==> src/rtl/slv_mbox_pkg.sv <==
// slv_mbox_pkg: register map, STATUS/CTRL field positions and count saturation
// shared by the pcie_tlp slave mailbox.
package slv_mbox_pkg;

    localparam logic [2:0] REG_TXDATA = 3'd0;
    localparam logic [2:0] REG_RXDATA = 3'd1;
    localparam logic [2:0] REG_STATUS = 3'd2;
    localparam logic [2:0] REG_CTRL   = 3'd3;

    localparam int ST_H2F_OVF = 15;
    localparam int ST_F2H_OVF = 14;
    localparam int ST_F2H_CNT = 8;
    localparam int ST_H2F_CNT = 0;
    localparam int ST_CNT_W   = 5;

    localparam int CTRL_FLUSH_H2F = 0;
    localparam int CTRL_FLUSH_F2H = 1;
    localparam int CTRL_CLR_OVF   = 2;

    function automatic logic [ST_CNT_W-1:0] sat_cnt(input logic [8:0] c);
        return (c > 9'd31) ? 5'd31 : c[ST_CNT_W-1:0];
    endfunction

endpackage

==> src/rtl/sync_fifo.sv <==
// sync_fifo: first-word-fall-through FIFO with occupancy count and synchronous flush.
// A push is refused when full even if a pop happens on the same edge.
module sync_fifo #(
    parameter int WIDTH = 16,
    parameter int DEPTH = 16
) (
    input  logic                   clk_125,
    input  logic                   rstn,
    input  logic                   push,
    input  logic                   pop,
    input  logic                   flush,
    input  logic [WIDTH-1:0]       din,
    output logic [WIDTH-1:0]       dout,
    output logic [$clog2(DEPTH):0] count,
    output logic                   full,
    output logic                   empty
);

    localparam int AW = $clog2(DEPTH);
    localparam logic [AW:0] CNT_FULL = (AW+1)'(DEPTH);

    logic [WIDTH-1:0] r_mem [DEPTH];
    logic [AW-1:0]    r_wr;
    logic [AW-1:0]    r_rd;
    logic [AW:0]      r_cnt;
    logic             w_push;
    logic             w_pop;

    assign full   = r_cnt == CNT_FULL;
    assign empty  = r_cnt == '0;
    assign count  = r_cnt;
    assign w_push = push & ~full & ~flush;
    assign w_pop  = pop & ~empty & ~flush;
    assign dout   = empty ? '0 : r_mem[r_rd];

    always_ff @(posedge clk_125 or negedge rstn) begin
        if (!rstn) begin
            r_wr  <= '0;
            r_rd  <= '0;
            r_cnt <= '0;
        end else if (flush) begin
            r_wr  <= '0;
            r_rd  <= '0;
            r_cnt <= '0;
        end else begin
            if (w_push)
                r_wr <= r_wr + AW'(1);
            if (w_pop)
                r_rd <= r_rd + AW'(1);
            r_cnt <= r_cnt + {{AW{1'b0}}, w_push} - {{AW{1'b0}}, w_pop};
        end
    end

    always_ff @(posedge clk_125) begin
        if (w_push)
            r_mem[r_wr] <= din;
    end

endmodule

==> src/rtl/slv_mbox_fifo.sv <==
// slv_mbox_fifo: host/FPGA mailbox on the pcie_tlp slave bus with an h2f and an
// f2h FIFO, sticky overflow flags and a registered read mux.
module slv_mbox_fifo
    import slv_mbox_pkg::*;
#(
    parameter int BAR_IDX = 3,
    parameter int DEPTH   = 16
) (
    input  logic        clk_125,
    input  logic        rstn,
    input  logic [6:0]  slv_bar_i,
    input  logic        slv_ce_i,
    input  logic        slv_we_i,
    input  logic [19:1] slv_adr_i,
    input  logic [15:0] slv_dat_i,
    input  logic [1:0]  slv_sel_i,
    output logic [15:0] slv_dat_o,
    output logic        h2f_valid,
    output logic [15:0] h2f_data,
    input  logic        h2f_ready,
    input  logic        f2h_valid,
    input  logic [15:0] f2h_data,
    output logic        f2h_ready
);

    logic                   w_acc;
    logic [2:0]             w_adr;
    logic                   w_tx_wr;
    logic                   w_rx_rd;
    logic                   w_ctrl_wr;
    logic                   w_flush_h2f;
    logic                   w_flush_f2h;
    logic                   w_clr_ovf;
    logic                   w_h2f_full;
    logic                   w_h2f_empty;
    logic                   w_f2h_full;
    logic                   w_f2h_empty;
    logic [$clog2(DEPTH):0] w_h2f_cnt;
    logic [$clog2(DEPTH):0] w_f2h_cnt;
    logic [15:0]            w_f2h_dout;
    logic [15:0]            w_status;
    logic [15:0]            w_rdata;
    logic                   w_unused;
    logic                   r_h2f_ovf;
    logic                   r_f2h_ovf;
    logic [15:0]            r_dat;

    assign w_acc       = slv_ce_i & slv_bar_i[BAR_IDX];
    assign w_adr       = slv_adr_i[3:1];
    assign w_tx_wr     = w_acc & slv_we_i & (w_adr == REG_TXDATA) & (slv_sel_i == 2'b11);
    assign w_rx_rd     = w_acc & ~slv_we_i & (w_adr == REG_RXDATA) & ~w_f2h_empty;
    assign w_ctrl_wr   = w_acc & slv_we_i & (w_adr == REG_CTRL) & slv_sel_i[0];
    assign w_flush_h2f = w_ctrl_wr & slv_dat_i[CTRL_FLUSH_H2F];
    assign w_flush_f2h = w_ctrl_wr & slv_dat_i[CTRL_FLUSH_F2H];
    assign w_clr_ovf   = w_ctrl_wr & slv_dat_i[CTRL_CLR_OVF];
    assign w_unused    = ^{slv_adr_i[19:4], slv_bar_i};

    assign h2f_valid = ~w_h2f_empty;
    assign f2h_ready = ~w_f2h_full;
    assign slv_dat_o = r_dat;

    sync_fifo #(.WIDTH(16), .DEPTH(DEPTH)) u_h2f (
        .clk_125 (clk_125),
        .rstn    (rstn),
        .push    (w_tx_wr),
        .pop     (h2f_ready),
        .flush   (w_flush_h2f),
        .din     (slv_dat_i),
        .dout    (h2f_data),
        .count   (w_h2f_cnt),
        .full    (w_h2f_full),
        .empty   (w_h2f_empty)
    );

    sync_fifo #(.WIDTH(16), .DEPTH(DEPTH)) u_f2h (
        .clk_125 (clk_125),
        .rstn    (rstn),
        .push    (f2h_valid),
        .pop     (w_rx_rd),
        .flush   (w_flush_f2h),
        .din     (f2h_data),
        .dout    (w_f2h_dout),
        .count   (w_f2h_cnt),
        .full    (w_f2h_full),
        .empty   (w_f2h_empty)
    );

    always_comb begin
        w_status = '0;
        w_status[ST_H2F_OVF] = r_h2f_ovf;
        w_status[ST_F2H_OVF] = r_f2h_ovf;
        w_status[ST_F2H_CNT +: ST_CNT_W] = sat_cnt(9'(w_f2h_cnt));
        w_status[ST_H2F_CNT +: ST_CNT_W] = sat_cnt(9'(w_h2f_cnt));
        w_rdata = (w_adr == REG_RXDATA) ? w_f2h_dout :
                  (w_adr == REG_STATUS) ? w_status : 16'h0000;
    end

    // A flush on the same edge suppresses the overflow it would otherwise record.
    always_ff @(posedge clk_125 or negedge rstn) begin
        if (!rstn) begin
            r_h2f_ovf <= 1'b0;
            r_f2h_ovf <= 1'b0;
            r_dat     <= 16'h0000;
        end else begin
            r_h2f_ovf <= (w_tx_wr & w_h2f_full & ~w_flush_h2f) | (r_h2f_ovf & ~w_clr_ovf);
            r_f2h_ovf <= (f2h_valid & w_f2h_full & ~w_flush_f2h) | (r_f2h_ovf & ~w_clr_ovf);
            if (w_acc & ~slv_we_i)
                r_dat <= w_rdata;
        end
    end

endmodule

==> config.mk <==
export PLATFORM = sky130hd
export DESIGN_NAME = slv_mbox_fifo
export DESIGN_NICKNAME = d
export VERILOG_FILES = /design/src/rtl/slv_mbox_pkg.sv /design/src/rtl/sync_fifo.sv /design/src/rtl/slv_mbox_fifo.sv
export SDC_FILE = /design/constraint.sdc
export NUM_CORES = 1
export LEC_CHECK = 0
export ABC_CLOCK_PERIOD_IN_PS = 10500
export CORE_ASPECT_RATIO = 0.5
export CORE_MARGIN = 2
export CORE_UTILIZATION = 55
export DETAILED_ROUTE_END_ITERATION = 6
export PLACE_DENSITY = 0.73
export SYNTH_ARGS = -nofsm -noshare
export SYNTH_HDL_FRONTEND = slang
export SYNTH_SLANG_ARGS = --single-unit
==> constraint.sdc <==
create_clock -name clk_125 -period 10.5 [get_ports clk_125]
set_input_delay 2.625 -clock clk_125 [delete_from_list [all_inputs] [get_ports clk_125]]
set_output_delay 2.625 -clock clk_125 [all_outputs]
set_load 0.02 [all_outputs]
==> impl_summary.log, run 1 <==
[metrics] maximum number of pins on one net before global-route repair: 65
[metrics] floorplan die height: approximately 150 µm
[metrics] via count: 10600
[metrics] switching share of power: 28.0%
[metrics] via count of the first global-routing pass: 11300
[metrics] ratio of total power to cell area: 233 nW/µm²
[metrics] antenna violations before repair: 0
[metrics] arrival time at the worst endpoint: 3.73 ns
[metrics] clock latency reported for the late side of the worst-skew pair: between 0.5 and 0.6 ns
[metrics] final worst-path cycle share: approximately 61%
[metrics] I/O pin count: 100
[metrics] Total GRT Usage: 23.0%
[metrics] count of buffers inserted at the top-level ports: 77
[metrics] post-synth top area share: 70.3%
[metrics] number of stages on the worst hold path: 1
[metrics] result of the run: completed
[metrics] Avg Cell Area, Syn: 21.0 µm²
[metrics] total inserted antenna cells: 0
[metrics] area of all sequential standard cells: 16500 µm²
[metrics] relative contribution of the clock network to total power: 29.6%
[metrics] global-route wire length before repair: 70300 µm
[metrics] net count after synthesis: 1131
[metrics] final clock skew: 0.0125 ns
[metrics] quantity of hold-fixing buffers added after cts: 0
[metrics] setup repair bufs after CTS: 0
[metrics] final HPWL from detailed placement: 25000 µm
[metrics] minimum setup slack among reg-to-reg paths: 7.19 ns
[metrics] width of the chip: 286 µm
[metrics] worst-case headroom to the max-slew limit: 16.7%
[metrics] count of final max-slew check failures: 0
[metrics] cell row count: 51
[metrics] overflow left after global routing: 0
[metrics] Synth-to-Final Area Change: 13.8%
[metrics] clock buffer depth: 3
[metrics] required time of the worst setup path: slightly below 8 ns
[metrics] length of the first detailed-routing pass in iterations: 5
[metrics] worst hold path endpoint: slv_dat_o[5]$_DFFE_PN0P_
[metrics] startpoint class of the critical path: register
[metrics] startpoint of the lowest-slack register-to-register path: u_h2f.count[2]$_DFF_PN0_
[metrics] number of H-tree branching levels: 2
[metrics] routed wire length: 46300 µm
[metrics] leakage power total: 8.04 nW
[metrics] layout cell share with drive strength beyond 1: between 20% and 30%
[metrics] starting density of the core: 56.0%
[metrics] largest fanout on the critical path: 34
[metrics] cell type with the largest total area after synthesis: sky130_fd_sc_hd__edfxtp_1
[metrics] unrepaired setup endpoints after global routing: false
[metrics] f_max: 157 MHz
[metrics] hold_sp: slv_dat_o[5]$_DFFE_PN0P_
[metrics] Final Setup Violations: 0
[metrics] Final Worst Setup Slack: 4.14 ns
[metrics] TritonCTS Buffers: 47
[metrics] ys async rst share: 7.91%
[metrics] sequential share of power: 47.3%
[metrics] Post-Syn Area: 21900 µm²
[metrics] count of cells resized by post-cts repair: 0
[metrics] detail-routed net length per standard cell: roughly 27 µm
[metrics] top_reg_cell synth: sky130_fd_sc_hd__edfxtp_1
[metrics] FF+latch count, synth: 556
[metrics] number of warnings reported in the yosys synthesis log: 0
[metrics] synth top area cells: sky130_fd_sc_hd__edfxtp_1 70%, sky130_fd_sc_hd__mux4_2 14%, sky130_fd_sc_hd__dfrtp_1 5.0%
[metrics] Power Internal: roughly 4.2 mW
[metrics] Cells after Synth: 1041
[metrics] ANT nets after route: 0
[metrics] reg2reg end: u_h2f.r_mem[8][6]$_DFFE_PP_
[metrics] clock transition at the registers of the reported paths: 0.07 ns
[metrics] area of the die: approximately 41000 µm²
[metrics] Initial DRC Count: about 1200
[metrics] number of flops mapped to enable cells by yosys: 512
[metrics] CTS root buf: sky130_fd_sc_hd__clkbuf_16
[metrics] Core Footprint: 39100 µm²
[metrics] utilization of the core after routing: between 60% and 70%
[metrics] Comb pwr share: between 20% and 30%
[metrics] Final Wtd Congestion: 0.750
[metrics] final-layout setup total negative slack: 0 ns
[metrics] Worst Reg2Reg Path Length in Cells: 6
[metrics] count of max-cap constraint violations: 0
[metrics] shortest clock period the worst path allows after layout: ~6.4 ns
[metrics] FILL cells: 2586
[metrics] total clock sinks: 556
[metrics] final count of hold timing violations: 0
[metrics] post-synth cell types: 42
[metrics] post-detailed-route DRC marker count: 0
[metrics] actual slew at the worst max-slew pin: 1.25 ns
[metrics] worst min path class: register to register
[metrics] largest voltage drop on the vdd net: 139 µV
[metrics] area of the multi-input gates: approximately 5200 µm²
[metrics] category of the most critical setup path: register to output pin
[metrics] net switching power: 1.62 mW
[metrics] worst slack, placed: 4.46 ns
[metrics] Nets: 1234
[metrics] CTS tree: yes
[metrics] type of destination of the critical path: output pin
[metrics] portion of the post-synthesis area used by sequential elements: 75.3%
[metrics] per-cell via count in the routed design: roughly 6.2
## kinds of logic after synthesis
group | after synthesis | share of synthesized area, %
compound gates | 64 | 2.02
xor+xnor | 12 | 0.480
fa+ha+maj | 24 | 1.44
buf+inv | 80 | 1.55
flops | 556 | 75.3
mux | 189 | 16.2
simple gates | 116 | 3.03
## critical path, cell delays in order (launching register included)
cell,delay (ns)
sky130_fd_sc_hd__dfrtp_4,0.88
sky130_fd_sc_hd__buf_4,0.69
sky130_fd_sc_hd__mux4_2,0.60
sky130_fd_sc_hd__mux2i_1,0.19
sky130_fd_sc_hd__o22ai_1,0.14
sky130_fd_sc_hd__clkdlybuf4s50_1,0.62
## registers in the layout, indices dropped and copies added (netlist names)
signal / flops
r_h2f_ovf: 1
u_f2h.count: 5
u_h2f.r_wr: 4
u_f2h.r_rd: 4
u_f2h.r_mem: 256
u_h2f.r_rd: 4
slv_dat_o: 16
u_h2f.count: 5
r_f2h_ovf: 1
u_h2f.r_mem: 256
u_f2h.r_wr: 4
## synthesized netlist by cell type (2+ instances only)
| library cell | number |
|---|---|
| sky130_fd_sc_hd__nor2_1 | 22 |
| sky130_fd_sc_hd__o21bai_1 | 2 |
| sky130_fd_sc_hd__and2_1 | 14 |
| sky130_fd_sc_hd__mux4_2 | 132 |
| sky130_fd_sc_hd__a22o_1 | 4 |
| sky130_fd_sc_hd__nand2b_1 | 3 |
| sky130_fd_sc_hd__inv_1 | 27 |
| sky130_fd_sc_hd__mux2i_1 | 57 |
| sky130_fd_sc_hd__edfxtp_1 | 512 |
| sky130_fd_sc_hd__or4b_1 | 2 |
| sky130_fd_sc_hd__buf_2 | 16 |
| sky130_fd_sc_hd__nor2b_1 | 6 |
| sky130_fd_sc_hd__nand2_1 | 14 |
| sky130_fd_sc_hd__nor4_1 | 4 |
| sky130_fd_sc_hd__clkbuf_1 | 28 |
| sky130_fd_sc_hd__nand4_1 | 5 |
| sky130_fd_sc_hd__nand4bb_1 | 2 |
| sky130_fd_sc_hd__a21o_1 | 2 |
| sky130_fd_sc_hd__ha_1 | 22 |
| sky130_fd_sc_hd__a22oi_1 | 12 |
| sky130_fd_sc_hd__xor2_1 | 8 |
| sky130_fd_sc_hd__buf_4 | 5 |
| sky130_fd_sc_hd__dfrtp_1 | 44 |
| sky130_fd_sc_hd__o221ai_1 | 12 |
| sky130_fd_sc_hd__and4_1 | 2 |
| sky130_fd_sc_hd__o22ai_1 | 16 |
| sky130_fd_sc_hd__o21ai_0 | 6 |
| sky130_fd_sc_hd__nor3b_1 | 5 |
| sky130_fd_sc_hd__and3_1 | 3 |
| sky130_fd_sc_hd__xnor2_1 | 4 |
| sky130_fd_sc_hd__buf_1 | 4 |
| sky130_fd_sc_hd__a21oi_1 | 9 |
| sky130_fd_sc_hd__fa_1 | 2 |
| sky130_fd_sc_hd__nor4b_1 | 5 |
| sky130_fd_sc_hd__or3_1 | 3 |
| sky130_fd_sc_hd__nor3_1 | 6 |
| sky130_fd_sc_hd__nand3_1 | 16 |
## metrics by stage
stage               hold slack (ns)  cells  cell area [µm²]  power, mW
floorplan                     0.449   1041            21900       3.65
finish                        0.522   1711            24900       5.80
global placement              0.495   1625            23400       4.08
CTS                           0.517   1711            24900       5.84
global route                  0.554   1711            24900       6.03
detailed placement            0.501   1625            23400       4.13
## area by class of cell
| class | count | area share (%) |
|---|---|---|
| sequential | 556 | 66.2 |
| multi-input combinational | 405 | 20.7 |
| clock buffer | 67 | 5.44 |
| tap | 530 | 2.66 |
| clock inverter | 19 | 0.593 |
| timing repair buffer | 107 | 3.98 |
| inverter | 27 | 0.407 |
## how the worst max path moves through the flow
stage | start | to | depth (start not counted)
after floorplan | slv_we_i | u_f2h.r_mem[3][0]$_DFFE_PP_ | 5
after global placement | slv_adr_i[2] | u_h2f.r_mem[12][7]$_DFFE_PP_ | 6
after detailed placement | slv_adr_i[2] | u_h2f.r_mem[10][9]$_DFFE_PP_ | 5
after CTS | u_h2f.r_rd[0]$_DFFE_PN0P_ | h2f_data[3] | 5
after global routing | u_h2f.r_rd[0]$_DFFE_PN0P_ | h2f_data[4] | 5
final | u_h2f.r_rd[0]$_DFFE_PN0P_ | h2f_data[3] | 5
## per-layer routing
metal | vias to the layer above | part of all wire (%) | track usage, %
met4 | 0 | 2.4 | 6.52
li1 | 4504 | - | -
met3 | 79 | 6.4 | 3.98
met2 | 444 | 50 | 38.0
met5 | - | 0 | 0
met1 | 5582 | 41 | 32.1
## power groups by stage
stage / Combinational, mW / Sequential (mW) / Clock [mW]
2_1_floorplan: 0.973 / 2.68 / 0
3_3_place_gp: 1.30 / 2.78 / 0
3_5_place_dp: 1.34 / 2.79 / 0
4_1_cts: 1.35 / 2.75 / 1.74
5_1_grt: 1.44 / 2.76 / 1.83
6_report: 1.34 / 2.74 / 1.72
## layout by cell type, fill, tap and decap left out, types with 8 or more instances in the layout
master	instances
sky130_fd_sc_hd__a21oi_1	9
sky130_fd_sc_hd__a22oi_1	12
sky130_fd_sc_hd__and2_1	14
sky130_fd_sc_hd__buf_4	30
sky130_fd_sc_hd__clkbuf_1	12
sky130_fd_sc_hd__clkbuf_16	49
sky130_fd_sc_hd__clkdlybuf4s50_1	76
sky130_fd_sc_hd__clkinv_2	10
sky130_fd_sc_hd__dfrtp_1	39
sky130_fd_sc_hd__edfxtp_1	512
sky130_fd_sc_hd__ha_1	22
sky130_fd_sc_hd__inv_1	27
sky130_fd_sc_hd__mux2i_1	57
sky130_fd_sc_hd__mux4_2	132
sky130_fd_sc_hd__nand2_1	14
sky130_fd_sc_hd__nand3_1	16
sky130_fd_sc_hd__nor2_1	14
sky130_fd_sc_hd__nor2_2	8
sky130_fd_sc_hd__o221ai_1	12
sky130_fd_sc_hd__o22ai_1	16
sky130_fd_sc_hd__xor2_1	8
(Power assumes the default switching activity.)
==> inputs of run 2 (changes only) <==
- ABC_CLOCK_PERIOD_IN_PS: 10500 -> 6300
- clock period: 10.5 -> 6.3 ns (I/O delays scaled with it)
==> run 2 against run 1 <==
  * Global-route usage is 0.83 points lower
  * Non-clock buffer count unchanged
  * Critical path depth increased by 1
  * Register-to-register slack worse by 4.2 ns
  * Setup slack worse by 3.1 ns
  * Clock skew is 0.011 ns higher
  * Cell area barely moved
  * Final cell count shrank 0.12%
  * Largest cell class unchanged
  * Largest power group unchanged
==> impl_summary.log, run 2 (same netlist as run 1, synthesis figures left out) <==
[metrics] CTS root buf: sky130_fd_sc_hd__clkbuf_16
[metrics] worst-case headroom to the max-slew limit: 15.6%
[metrics] floorplan die height: between 100 and 150 µm
[metrics] final-layout setup total negative slack: 0 ns
[metrics] cell row count: 51
[metrics] detail-routed net length per standard cell: 26.3 µm
[metrics] largest fanout on the critical path: 16
[metrics] actual slew at the worst max-slew pin: 1.27 ns
[metrics] final worst-path cycle share: between 80% and 90%
[metrics] quantity of hold-fixing buffers added after cts: 0
[metrics] f_max: 190 MHz
[metrics] per-cell via count in the routed design: ~6.2
[metrics] Inst Count DP: 1625
[metrics] setup repair bufs after CTS: 0
[metrics] leakage power total: ~8 nW
[metrics] FILL cells: 2563
[metrics] area of all sequential standard cells: 16500 µm²
[metrics] Max stage delay on crit path: between 0.7 and 0.8 ns
[metrics] Total GRT Usage: 22.2%
[metrics] ratio of total power to cell area: slightly below 400 nW/µm²
[metrics] sequence of cells on the critical path: inv_1, ha_1, or4b_1, nand2b_1, o22ai_1, clkdlybuf4s50_1
[metrics] CTS tree: yes
[metrics] count of final max-slew check failures: 0
[metrics] final clock skew: 0.0240 ns
[metrics] required time of the worst setup path: 4.72 ns
[metrics] I/O pin count: 100
[metrics] Final Wtd Congestion: around 0.73
[metrics] clock buffer depth: 3
[metrics] routed wire length: 45000 µm
[metrics] shortest clock period the worst path allows after layout: 5.27 ns
[metrics] count of buffers inserted at the top-level ports: 77
[metrics] clock latency reported for the late side of the worst-skew pair: around 0.56 ns
[metrics] count of non-filler cells in the finished layout: 1709
[metrics] final HPWL from detailed placement: between 20000 and 25000 µm
[metrics] count of cells resized by post-cts repair: 0
[metrics] width of the chip: 286 µm
[metrics] combined buffer and inverter count along the critical path: 2
[metrics] post-detailed-route DRC marker count: 0
[metrics] Synth-to-Final Area Change: 13.8%
[metrics] Final Setup Violations: 0
[metrics] global-route wire length before repair: 67600 µm
[metrics] via count of the first global-routing pass: 10900
[metrics] category of the most critical setup path: register to output pin
[metrics] commonest cells after routing, fill and taps aside: 512 x sky130_fd_sc_hd__edfxtp_1, 132 x sky130_fd_sc_hd__mux4_2, 76 x sky130_fd_sc_hd__clkdlybuf4s50_1, 57 x sky130_fd_sc_hd__mux2i_1, 47 x sky130_fd_sc_hd__clkbuf_16
[metrics] starting density of the core: a little under three fifths
[metrics] clock transition at the registers of the reported paths: 0.07 ns
[metrics] worst min path class: register to register
[metrics] maximum number of pins on one net before global-route repair: 45
[metrics] antenna violations before repair: 0
[metrics] Nets: 1233
[metrics] area of the die: roughly 41000 µm²
[metrics] final count of hold timing violations: 0
[metrics] TritonCTS Buffers: 46
[metrics] Initial DRC Count: around 1100
[metrics] utilization of the core after routing: between 60% and 70%
[metrics] leading cell type in the layout, fill and taps excluded: sky130_fd_sc_hd__edfxtp_1
[metrics] layout cell share with drive strength beyond 1: a little over a fifth
[metrics] total inserted antenna cells: 0
[metrics] Worst path slowest cell: sky130_fd_sc_hd__nand2b_1
[metrics] ANT nets after route: 0
[metrics] result of the run: completed
[metrics] length of the first detailed-routing pass in iterations: 5
[metrics] count of max-cap constraint violations: 0
[metrics] overflow left after global routing: 0
[metrics] unrepaired setup endpoints after global routing: false
[metrics] arrival time at the worst endpoint: 3.69 ns
[metrics] CP top delay family: simple AND/OR/NAND/NOR gates
[metrics] Overall Power: 9.63 mW
[metrics] largest voltage drop on the vdd net: about 200 µV
[metrics] minimum setup slack among reg-to-reg paths: 2.98 ns
[metrics] number of H-tree branching levels: 2
[metrics] Core Footprint: 39100 µm²
[metrics] via count: 10600
[metrics] type of destination of the critical path: output pin
[metrics] total clock sinks: between 500 and 600
[metrics] area of the multi-input gates: approximately 5200 µm²
[metrics] startpoint class of the critical path: register
run 2: area by class of cell:
cell class                      count  area share, %
Timing Repair Buffer              107           4.03
Inverter                           27          0.407
Clock buffer                       61           5.17
Tap cell                          530           2.66
Clock inverter                     23          0.829
Sequential cell                   556           66.2
Multi-Input combinational cell    405           20.7
run 2: routing by layer:
| layer | part of all wire [%] | global-route usage, % | vias up |
|---|---|---|---|
| met1 | 41 | 31.2 | 5622 |
| met3 | 6.8 | 4.07 | 94 |
| met2 | 49 | 35.7 | 379 |
| met5 | 0 | 0 | - |
| met4 | 3.1 | 7.12 | 0 |
| li1 | - | - | 4511 |
run 2: worst paths after layout:
check	start	endpoint	cells after the start
max reg2reg	u_h2f.count[2]$_DFF_PN0_	u_h2f.r_mem[9][7]$_DFFE_PP_	6
min reg2reg	slv_dat_o[7]$_DFFE_PN0P_	slv_dat_o[7]$_DFFE_PN0P_	1
min in group asynchronous	rstn	slv_dat_o[5]$_DFFE_PN0P_	2
max	u_h2f.count[2]$_DFF_PN0_	h2f_data[14]	6
min	slv_dat_o[7]$_DFFE_PN0P_	slv_dat_o[7]$_DFFE_PN0P_	1
max in group asynchronous	rstn	u_h2f.r_rd[0]$_DFFE_PN0P_	2
run 2: report_power, final:
| group | internal [mW] | total [mW] | switching [mW] | leakage [nW] |
|---|---|---|---|---|
| registers | 4.28 | 4.64 | 0.351 | 5.17 |
| logic | 1.11 | 2.15 | 1.05 | 2.13 |
| clock network | 1.60 | 2.84 | 1.24 | 0.740 |
run 2: through the flow:
stage	hold WS [ns]	setup slack, ns	instance area, µm²
after floorplan	0.449	1.80	21900
after global routing	0.543	0.914	24900
after CTS	0.515	1.06	24900
after global placement	0.495	1.55	23400
after detailed placement	0.499	1.42	23400
final	0.521	1.03	24900
run 2: worst reg2reg max path, cell delays in order (launching register included):
cell	delay (ns)
sky130_fd_sc_hd__dfrtp_1	0.43
sky130_fd_sc_hd__inv_1	0.11
sky130_fd_sc_hd__ha_1	0.22
sky130_fd_sc_hd__nand4bb_1	0.16
sky130_fd_sc_hd__nand4_1	0.48
sky130_fd_sc_hd__nor3b_1	0.58
sky130_fd_sc_hd__and2_1	0.94
==> inputs of run 3 (changes only) <==
- ABC_CLOCK_PERIOD_IN_PS: 6300 -> 4900
- clock period: 6.3 -> 4.9 ns (I/O delays scaled with it)
==> run 3 against run 2 <==
  * Hold slack got worse by 0.0070 ns
  * First-iteration DRC count increased by 8.5%
  * Clock skew increased by 0.00062 ns
  * Sequential power increased by 27%
  * Final cell count increased by 1.6%
  * Cell area increased by 0.77%
  * Sequential share of layout area decreased by 0.51 points
  * Setup slack got worse by 0.79 ns
  * Largest cell class unchanged
==> impl_summary.log, run 3 (same netlist as run 1, synthesis figures left out) <==
[metrics] total clock sinks: 556
[metrics] final clock skew: 0.0246 ns
[metrics] overflow left after global routing: 0
[metrics] result of the run: completed
[metrics] Initial DRC Count: between 1000 and 1500
[metrics] shortest clock period the worst path allows after layout: 4.66 ns
[metrics] leakage power total: 8.15 nW
[metrics] clock buffer depth: 3
[metrics] length of the first detailed-routing pass in iterations: 7
[metrics] maximum number of pins on one net before global-route repair: 49
[metrics] TritonCTS Buffers: between 40 and 50
[metrics] type of destination of the critical path: output pin
[metrics] CTS tree: yes
[metrics] worst slack, placed: 0.784 ns
[metrics] ANT nets after route: 0
[metrics] floorplan die height: 145 µm
[metrics] Final Setup Violations: 0
[metrics] worst hold path endpoint: slv_dat_o[6]$_DFFE_PN0P_
[metrics] clock latency reported for the late side of the worst-skew pair: 0.57 ns
[metrics] detail-routed net length per standard cell: ~26 µm
[metrics] Inst Count DP: ~1600
[metrics] final worst-path cycle share: 95.1%
[metrics] hold_sp: slv_dat_o[6]$_DFFE_PN0P_
[metrics] final HPWL from detailed placement: between 20000 and 30000 µm
[metrics] Final Worst Setup Slack: 0.241 ns
[metrics] total inserted antenna cells: 0
[metrics] Worst Reg2Reg Path Length in Cells: 13
[metrics] Synth-to-Final Area Change: 14.7%
[metrics] via count: ~11000
[metrics] required time of the worst setup path: 3.67 ns
[metrics] cell row count: 51
[metrics] quantity of hold-fixing buffers added after cts: 0
[metrics] per-cell via count in the routed design: 6.17
[metrics] worst min path class: register to register
[metrics] number of H-tree branching levels: 2
[metrics] Core Footprint: 39100 µm²
[metrics] arrival time at the worst endpoint: 3.43 ns
[metrics] count of non-filler cells in the finished layout: approximately 1700
[metrics] actual slew at the worst max-slew pin: 0.997 ns
[metrics] largest voltage drop on the vdd net: 333 µV
[metrics] number of stages on the worst hold path: 1
[metrics] startpoint class of the critical path: register
[metrics] count of cells resized by post-cts repair: 0
[metrics] I/O pin count: 100
[metrics] utilization of the core after routing: 64.3%
[metrics] setup repair bufs after CTS: 0
[metrics] clock transition at the registers of the reported paths: 0.06 ns
[metrics] final count of hold timing violations: 0
[metrics] layout cell share with drive strength beyond 1: 23.1%
[metrics] post-detailed-route DRC marker count: 0
[metrics] Nets: 1258
[metrics] count of max-cap constraint violations: 0
[metrics] final design area excluding fillers: around 25000 µm²
[metrics] routed wire length: around 46000 µm
[metrics] count of final max-slew check failures: 0
[metrics] antenna violations before repair: 0
[metrics] reg2reg end: u_f2h.count[4]$_DFF_PN0_
[metrics] Total GRT Usage: 22.5%
[metrics] Post-Place Cell Area: 23600 µm²
[metrics] category of the most critical setup path: register to output pin
[metrics] CTS root buf: sky130_fd_sc_hd__clkbuf_16
[metrics] area of the die: 41500 µm²
[metrics] ratio of total power to cell area: 496 nW/µm²
[metrics] unrepaired setup endpoints after global routing: false
[metrics] f_max: 215 MHz
[metrics] final-layout setup total negative slack: 0 ns
[metrics] commonest cells after routing, fill and taps aside: 512 x sky130_fd_sc_hd__edfxtp_1, 132 x sky130_fd_sc_hd__mux4_2, 76 x sky130_fd_sc_hd__clkdlybuf4s50_1, 57 x sky130_fd_sc_hd__mux2i_1, 53 x sky130_fd_sc_hd__buf_4
[metrics] width of the chip: 286 µm
[metrics] Final Wtd Congestion: 0.764
[metrics] worst-case headroom to the max-slew limit: between 30% and 40%
[metrics] largest fanout on the critical path: 13
[metrics] startpoint of the lowest-slack register-to-register path: u_f2h.count[2]$_DFF_PN0_
[metrics] global-route wire length before repair: 69300 µm
[metrics] via count of the first global-routing pass: between 10000 and 15000
[metrics] leading cell type in the layout, fill and taps excluded: sky130_fd_sc_hd__edfxtp_1
[metrics] starting density of the core: between 50% and 60%
[metrics] count of buffers inserted at the top-level ports: a little under 80
[metrics] minimum setup slack among reg-to-reg paths: 1.68 ns
==> run 3: cell types whose count changed in the layout (fill, tap and decap cells not counted) <==
cell and change:
sky130_fd_sc_hd__clkbuf_16 +2, sky130_fd_sc_hd__clkbuf_1 +13, sky130_fd_sc_hd__clkinv_4 +1, sky130_fd_sc_hd__clkbuf_8 -2
sky130_fd_sc_hd__bufinv_16 -1, sky130_fd_sc_hd__clkinv_2 -2, sky130_fd_sc_hd__clkinvlp_4 +2, sky130_fd_sc_hd__clkinv_1 -9
sky130_fd_sc_hd__inv_6 -1, sky130_fd_sc_hd__buf_4 +24
==> run 3: final cells by class <==
type	instances	area (µm²)
Tap cell	530	663
Fill cell	2559	13900
Multi-Input combinational cell	405	5160
Clock buffer	74	1360
Sequential cell	556	16500
Timing Repair Buffer	131	1180
Clock inverter	13	148
Inverter	27	101
==> run 3: worst max path at each step <==
stage                                   from                     endpoint  cells after the start
floorplan                           slv_we_i  u_f2h.r_mem[3][0]$_DFFE_PP_                      5
global placement    u_h2f.count[2]$_DFF_PN0_                 h2f_data[14]                      6
detailed placement                  slv_we_i  u_f2h.r_mem[0][3]$_DFFE_PP_                      6
CTS                 u_h2f.count[2]$_DFF_PN0_                 h2f_data[14]                      6
global route        u_h2f.count[2]$_DFF_PN0_                 h2f_data[14]                      6
finish              u_h2f.count[2]$_DFF_PN0_                 h2f_data[14]                      6
==> run 3: per-stage QoR <==
step	hold slack [ns]	total power, mW
2_1_floorplan	0.449	7.83
3_3_place_gp	0.498	8.80
3_5_place_dp	0.494	8.89
4_1_cts	0.510	12.5
5_1_grt	0.543	12.9
6_report	0.514	12.4
==> run 3: per-layer routing <==
layer / global-route usage [%] / vias to the layer above / part of all wire (%)
li1: - / 4552 / -
met1: 31.2 / 5678 / 41
met3: 3.76 / 67 / 6.9
met2: 37.6 / 420 / 51
met5: 0 / - / 0
met4: 5.92 / 0 / 1.9
==> run 3: where the power goes <==
group          total [mW]  switching, mW  internal (mW)
Sequential           5.91          0.400           5.51
Combinational        2.86           1.41           1.45
Clock                3.67           1.60           2.07
Total                12.4           3.41           9.03
==> run 3: worst max-delay path: stages, from the launching register on <==
cell                              delay (ns)
sky130_fd_sc_hd__dfrtp_1                0.43
sky130_fd_sc_hd__inv_1                  0.11
sky130_fd_sc_hd__ha_1                   0.18
sky130_fd_sc_hd__or4b_1                 0.62
sky130_fd_sc_hd__nand2_1                0.61
sky130_fd_sc_hd__o22ai_1                0.31
sky130_fd_sc_hd__clkdlybuf4s50_1        0.62
